`config.mk`:
```
export PLATFORM = sky130hd
export DESIGN_NAME = conv_mac_row
export DESIGN_NICKNAME = d
export VERILOG_FILES = /design/src/rtl/conv_pkg.sv /design/src/rtl/conv_mac_lane.sv /design/src/rtl/conv_mac_row.sv
export SDC_FILE = /design/constraint.sdc
export NUM_CORES = 2
export LEC_CHECK = 0
export BUFFER_PORTS_ARGS = -buffer_cell sky130_fd_sc_hd__buf_2
export CAP_MARGIN = 10
export CORE_MARGIN = 2
export CORE_UTILIZATION = 30
export CTS_BUF_LIST = sky130_fd_sc_hd__clkbuf_4
export CTS_CLUSTER_DIAMETER = 120
export DETAILED_ROUTE_END_ITERATION = 8
export HOLD_SLACK_MARGIN = 0.03
export PLACE_DENSITY = 0.5
export SLEW_MARGIN = 10
export SYNTH_ARGS = -nofsm -noshare
export SYNTH_HDL_FRONTEND = slang
export SYNTH_SLANG_ARGS = --single-unit
```
`constraint.sdc`:
```
create_clock -name i_clk -period 9.3 [get_ports i_clk]
set_input_delay 0.465 -clock i_clk [delete_from_list [all_inputs] [get_ports i_clk]]
set_output_delay 0.465 -clock i_clk [all_outputs]
set_load 0.05 [all_outputs]
```
`src/rtl/conv_pkg.sv`:
```
// Shared constants and types for the convolution MAC row.
package conv_pkg;
  localparam int LANES  = 6;
  localparam int DATA_W = 8;
  localparam int PROD_W = 16;

  typedef logic [2:0] lane_t;
endpackage

```
`src/rtl/conv_mac_lane.sv`:
```
// One MAC lane: window start/end detect, accumulator, result hold and
// pending flag. Build option CONV_MAC_SAT_EN clamps each accumulate and
// exposes a sticky o_sat flag; otherwise the accumulator wraps.
module conv_mac_lane
  import conv_pkg::*;
#(
  parameter int ACC_W = 20
) (
  input  logic                     i_clk,
  input  logic                     i_rst_n,
  input  logic                     i_clr,
  input  logic                     i_en_cur,
  input  logic                     i_en_prev,
  input  logic signed [DATA_W-1:0] i_act,
  input  logic signed [DATA_W-1:0] i_w,
  input  logic                     i_drain,
  output logic                     o_pend,
  output logic [ACC_W-1:0]         o_hold,
  output logic                     o_ovr
`ifdef CONV_MAC_SAT_EN
  ,
  output logic                     o_sat
`endif
);

  logic signed [PROD_W-1:0] prod;
  logic [ACC_W-1:0]         prod_x, acc_q, acc_d, hold_q;
  logic                     pend_q, win_start, win_acc, win_end;

  assign prod      = i_w * i_act;
  assign prod_x    = ACC_W'(prod);
  assign win_start = i_en_cur & ~i_en_prev;
  assign win_acc   = i_en_cur & i_en_prev;
  assign win_end   = ~i_en_cur & i_en_prev;

`ifdef CONV_MAC_SAT_EN
  logic [ACC_W:0] sum_w;
  logic           ovf, sat_q;

  assign sum_w = {acc_q[ACC_W-1], acc_q} + {prod_x[ACC_W-1], prod_x};
  assign ovf   = sum_w[ACC_W] ^ sum_w[ACC_W-1];

  // Next accumulator: restart on window start, clamped add inside window.
  always_comb begin
    acc_d = acc_q;
    if (win_start)
      acc_d = prod_x;
    else if (win_acc)
      acc_d = ovf ? (sum_w[ACC_W] ? {1'b1, {(ACC_W-1){1'b0}}} : {1'b0, {(ACC_W-1){1'b1}}})
                  : sum_w[ACC_W-1:0];
  end

  // Sticky clamp flag; only reset clears it, flush does not.
  always_ff @(posedge i_clk or negedge i_rst_n) begin
    if (!i_rst_n) sat_q <= 1'b0;
    else          sat_q <= sat_q | (win_acc & ovf & ~i_clr);
  end

  assign o_sat = sat_q;
`else
  logic [ACC_W-1:0] sum_w;

  assign sum_w = acc_q + prod_x;

  // Next accumulator: restart on window start, wrapping add inside window.
  always_comb begin
    acc_d = acc_q;
    if (win_start)    acc_d = prod_x;
    else if (win_acc) acc_d = sum_w;
  end
`endif

  // Accumulator, hold and pending state; completion beats a same-edge drain.
  always_ff @(posedge i_clk or negedge i_rst_n) begin
    if (!i_rst_n) begin
      acc_q  <= '0;
      hold_q <= '0;
      pend_q <= 1'b0;
    end else if (i_clr) begin
      acc_q  <= '0;
      hold_q <= '0;
      pend_q <= 1'b0;
    end else begin
      acc_q <= acc_d;
      if (win_end) begin
        hold_q <= acc_q;
        pend_q <= 1'b1;
      end else if (i_drain) begin
        pend_q <= 1'b0;
      end
    end
  end

  assign o_pend = pend_q;
  assign o_hold = hold_q;
  assign o_ovr  = win_end & pend_q & ~i_clr;

endmodule

```
`src/rtl/conv_mac_row.sv`:
```
// Six-lane signed MAC row. Owns the enable/activation ripple pipelines,
// lowest-index-first result select and the valid/ready output register.
// Optional build macro: CONV_MAC_SAT_EN (saturating lanes plus o_sat).
module conv_mac_row
  import conv_pkg::*;
#(
  parameter int ACC_W = 20
) (
  input  logic              i_clk,
  input  logic              i_rst_n,
  input  logic              i_clr,
  input  logic              i_data_en,
  input  logic [DATA_W-1:0] i_act,
  input  logic [DATA_W-1:0] i_w0,
  input  logic [DATA_W-1:0] i_w1,
  input  logic [DATA_W-1:0] i_w2,
  input  logic [DATA_W-1:0] i_w3,
  input  logic [DATA_W-1:0] i_w4,
  input  logic [DATA_W-1:0] i_w5,
  input  logic              i_ready,
  output logic              o_valid,
  output logic [2:0]        o_lane,
  output logic [ACC_W-1:0]  o_psum,
  output logic              o_busy,
  output logic              o_err
`ifdef CONV_MAC_SAT_EN
  ,
  output logic              o_sat
`endif
);

  logic [LANES:1]                 en_q;
  logic [LANES:0]                 en;
  logic [LANES-1:1][DATA_W-1:0]   act_q;
  logic [LANES-1:0][DATA_W-1:0]   act, w;
  logic [LANES-1:0]               pend, drain, ovr;
  logic [LANES-1:0][ACC_W-1:0]    hold;
  logic                           sel_vld, load;
  lane_t                          sel;
  logic                           valid_q, err_q;
  lane_t                          lane_q;
  logic [ACC_W-1:0]               psum_q;

  assign en  = {en_q, i_data_en};
  assign act = {act_q, i_act};
  assign w   = {i_w5, i_w4, i_w3, i_w2, i_w1, i_w0};

  // Enable and activation ripple one lane per cycle; flush kills open windows.
  always_ff @(posedge i_clk or negedge i_rst_n) begin
    if (!i_rst_n) begin
      en_q  <= '0;
      act_q <= '0;
    end else begin
      en_q  <= i_clr ? '0 : en[LANES-1:0];
      act_q <= act[LANES-2:0];
    end
  end

`ifdef CONV_MAC_SAT_EN
  logic [LANES-1:0] lane_sat;
  assign o_sat = |lane_sat;
`endif

  for (genvar k = 0; k < LANES; k++) begin : g_lane
    conv_mac_lane #(.ACC_W(ACC_W)) u_lane (
      .i_clk     (i_clk),
      .i_rst_n   (i_rst_n),
      .i_clr     (i_clr),
      .i_en_cur  (en[k]),
      .i_en_prev (en[k+1]),
      .i_act     (act[k]),
      .i_w       (w[k]),
      .i_drain   (drain[k]),
      .o_pend    (pend[k]),
      .o_hold    (hold[k]),
      .o_ovr     (ovr[k])
`ifdef CONV_MAC_SAT_EN
      ,
      .o_sat     (lane_sat[k])
`endif
    );
  end

  // Lowest-index pending lane wins the output slot.
  always_comb begin
    sel_vld = 1'b0;
    sel     = '0;
    for (int k = LANES - 1; k >= 0; k--) begin
      if (pend[k]) begin
        sel_vld = 1'b1;
        sel     = lane_t'(k);
      end
    end
  end

  assign load = ~valid_q | i_ready;

  // One-hot drain back to the selected lane when the slot reloads.
  always_comb begin
    drain = '0;
    if (load && sel_vld) drain[sel] = 1'b1;
  end

  // Output slot and sticky overrun flag; flush empties the slot only.
  always_ff @(posedge i_clk or negedge i_rst_n) begin
    if (!i_rst_n) begin
      valid_q <= 1'b0;
      lane_q  <= '0;
      psum_q  <= '0;
      err_q   <= 1'b0;
    end else begin
      err_q <= err_q | (|ovr);
      if (i_clr) begin
        valid_q <= 1'b0;
      end else if (load) begin
        valid_q <= sel_vld;
        if (sel_vld) begin
          lane_q <= sel;
          psum_q <= hold[sel];
        end
      end
    end
  end

  assign o_valid = valid_q;
  assign o_lane  = lane_q;
  assign o_psum  = psum_q;
  assign o_err   = err_q;
  assign o_busy  = (|en) | (|pend) | valid_q;

endmodule

```
==> results_dict.tcl <==
set metrics [dict create \
    status "finished, final reports clean" \
    clk_pin_slew_ps 60 \
    vias 25340 \
    fin_skew_ps 91.03 \
    postRouteWirelength_um 89860 \
    rows 122 \
    vdd_drop_max_v 0.0001665 \
    clk_latency_ps 910 \
    rr_worst_depth 26 \
    drc_errors 0 \
    grt_pass1_vias 25910 \
    seq_area_frac_synth 0.2385 \
    finalSetupViolCount 0 \
    post-route-period-util 0.7348 \
    die_h_um 337 \
    yosys_most_used_dff "dfrtp_1" \
    cp_slowest_cell "fa_1" \
    rrSetupSlack_ps 2470 \
    critPathMaxFanout 9 \
    path_class "flip-flop to flip-flop" \
    design.die.area_um2 113600 \
    synth_area_leaders "dfrtp_1 24%, fa_1 20%, ha_1 11%, inv_1 6.1%, and2_1 5.0%" \
    gp_congestion 0.8200 \
    drive_above_1_share 0.07895 \
    grt_usage 0.1617 \
    grt_max_degree 79 \
    ant_nets 0 \
    r2r-start "act[26]" \
    crit_path_start_kind "flip-flop" \
    num-fill-cells 11490 \
    slowest_delay_ps 540 \
    final_hold_viol_count 0 \
    wl_per_cell_um 16.90 \
    cp-endpoint "g_lane[3].u_lane.acc_q[19]" \
    setup-tns-final_ps 0 \
    synthesis.area_um2 33270 \
    drtIter0Drc 1340 \
    yosysWarnings 0 \
    post-route-min-period_ps 6834 \
    p_leak_nw 17.69 \
    finalNetCount 4442 \
    async_reset_ff_frac 1.000 \
    final_cell_mix "545 x inv_1, 336 x fa_1, 313 x dfrtp_1, 294 x ha_1, 291 x nand2_1" \
    syn_to_final_growth_pct 10.61 \
    startpoint "act[26]" \
    antenna_found_initial 7 \
    synth_top_area_cell "dfrtp_1" \
    ys_ff_latch 317 \
    root_buffer "clkbuf_4" \
    slew_headroom 0.2979 \
    regToRegEndpoint "g_lane[3].u_lane.acc_q[19]" \
    dp_hpwl_um 70200 \
    critPathRequiredTime_ps 10020 \
    clock.fmax_ghz 0.1463 \
    core_area_um2 110400 \
    synth_area_per_cell_um2 9.157 \
    numCtsBuffers 96 \
    utilization 0.3334 \
    rsz0062_at_grt "no" \
    yosys.cell_types.count 73 \
    synth_edf_count 0 \
    start_util 0.3014 \
    port_buffers 86 \
    maxSlewViolCount 0 \
    syn_nets 4324 \
    avgViaCountPerCell 4.765 \
    worst_pin_slew_ps 1049 \
    cp.arrival_ps 7560 \
    cellPowerDensity_nw_per_um2 315.8 \
    first_pass_iters 7 \
    clock_sinks 317 \
    min_path_type "input pin to async pin" \
    cp-end-kind "flip-flop" \
    io_pins 87 \
    syn-instance-count 3633 \
    die_w_um 337 \
    grt_pass1_wl_um 145500 \
    cts_tree "done" \
    yosys.area.top_type_share 0.2385 \
    drv_cap 0 \
    h-tree-depth 3 \
    grt-ovfl-total 0 \
    cts_buffer_depth 3 \
    final_common_cell "inv_1" \
]
==> metal layers <==
layer	track usage	share of wire	up-vias	routed length, um
li1	-	-	12440	-
met1	0.2189	0.47	12420	41840
met2	0.2698	0.48	377	43010
met3	0.02151	0.034	92	3094
met4	0.04512	0.021	6	1866
met5	0	0.00055	-	49
==> power breakdown <==
part | total [W] | internal, W | switching (W)
Combinational | 0.00857 | 0.00361 | 0.00496
Sequential | 0.00164 | 0.00149 | 0.000155
Clock | 0.00141 | 0.000713 | 0.000698
==> sequential cells by signal, indices dropped and copies added, names as in the netlist <==
name / flops
act: 40
en_q: 6
g_lane.u_lane.acc_q: 120
g_lane.u_lane.o_hold: 120
g_lane.u_lane.o_pend: 6
o_err: 1
o_lane: 3
o_psum: 20
o_valid: 1
==> timing repair <==
action                                 in CTS  in global routing
gates resized for setup                     0                  0
endpoints found under the hold margin      92                  0
hold buffers                               12                  0
buffers inserted                            0                  0
==> through the flow <==
step	total power, W	instances	cell area, um2	hold WS (ps)	setup slack, ps
finish	0.01162	5317	36800	154.3	2466
global route	0.01296	5317	36800	107.8	1898
CTS	0.01176	5313	36790	58.16	2487
detailed placement	0.01027	5129	35430	465.9	2411
global placement	0.01023	5129	35430	443.8	2441
floorplan	0.008456	3633	33270	169.4	3067
==> cell families after synthesis <==
group	synth area share
XOR/XNOR	0.04686
AND/OR/NAND/NOR	0.1509
buffers and inverters	0.07379
multiplexers	0.01764
flip-flops	0.2385
AO/OA/AOI/OAI	0.1596
adder cells (fa/ha/maj)	0.3128
==> cell type report <==
class	count	area (um2)	share of cell area
flip-flops and latches	317	7938	0.2157
repair buffers	128	792.0	0.02152
clock inverters	36	220.2	0.005985
diodes	4	10.01	0.0002720
inverters	546	2049	0.05570
clock buffers	136	1021	0.02775
multi-input cells	2662	22900	0.6225
well taps	1488	1862	0.05060
==> cells in the mapped netlist (6+ instances only) <==
cell and instances:
nand2b_1 30, a21o_1 48, a41oi_1 6, a31o_2 6, clkbuf_1 100, o21bai_1 16
xnor2_1 134, o211ai_1 25, a31oi_1 11, fa_1 336, dfrtp_1 317, ha_1 294
o21ai_0 68, inv_1 545, mux2_2 11, nand4_1 11, a22oi_1 7, o21ai_1 44
and3_1 8, o41ai_1 6, and2_1 264, nor2_1 215, a22o_1 120, o21a_1 13
nor4_1 6, nand2_1 291, nor2b_1 62, a211oi_1 123, nor3_1 44, a21oi_1 207
a311oi_1 8, mux2i_1 44, buf_1 8, nand3b_1 6, o31ai_1 27, nand3_1 39
or3_1 24, xor2_1 44
==> critical path: cells and delay by family (launching register included) <==
family	cells	cell delay [ps]
buffers and inverters	4	190
xor gates and xnor gates	1	170
and+or+nand+nor	6	1180
adders and majority gates	6	2650
AOI/OAI and AO/OA	9	2070
DFF	1	480
==> worst min-delay path by stage <==
stage,from,endpoint,slack [ps],cells past startpoint
global route,i_rst_n,act[21],110,2
detailed placement,i_rst_n,act[12],470,1
global placement,i_rst_n,act[13],440,1
floorplan,i_rst_n,act[10],170,0
finish,i_rst_n,act[22],150,2
CTS,i_rst_n,act[22],60,2
(Power assumes the default switching activity.)
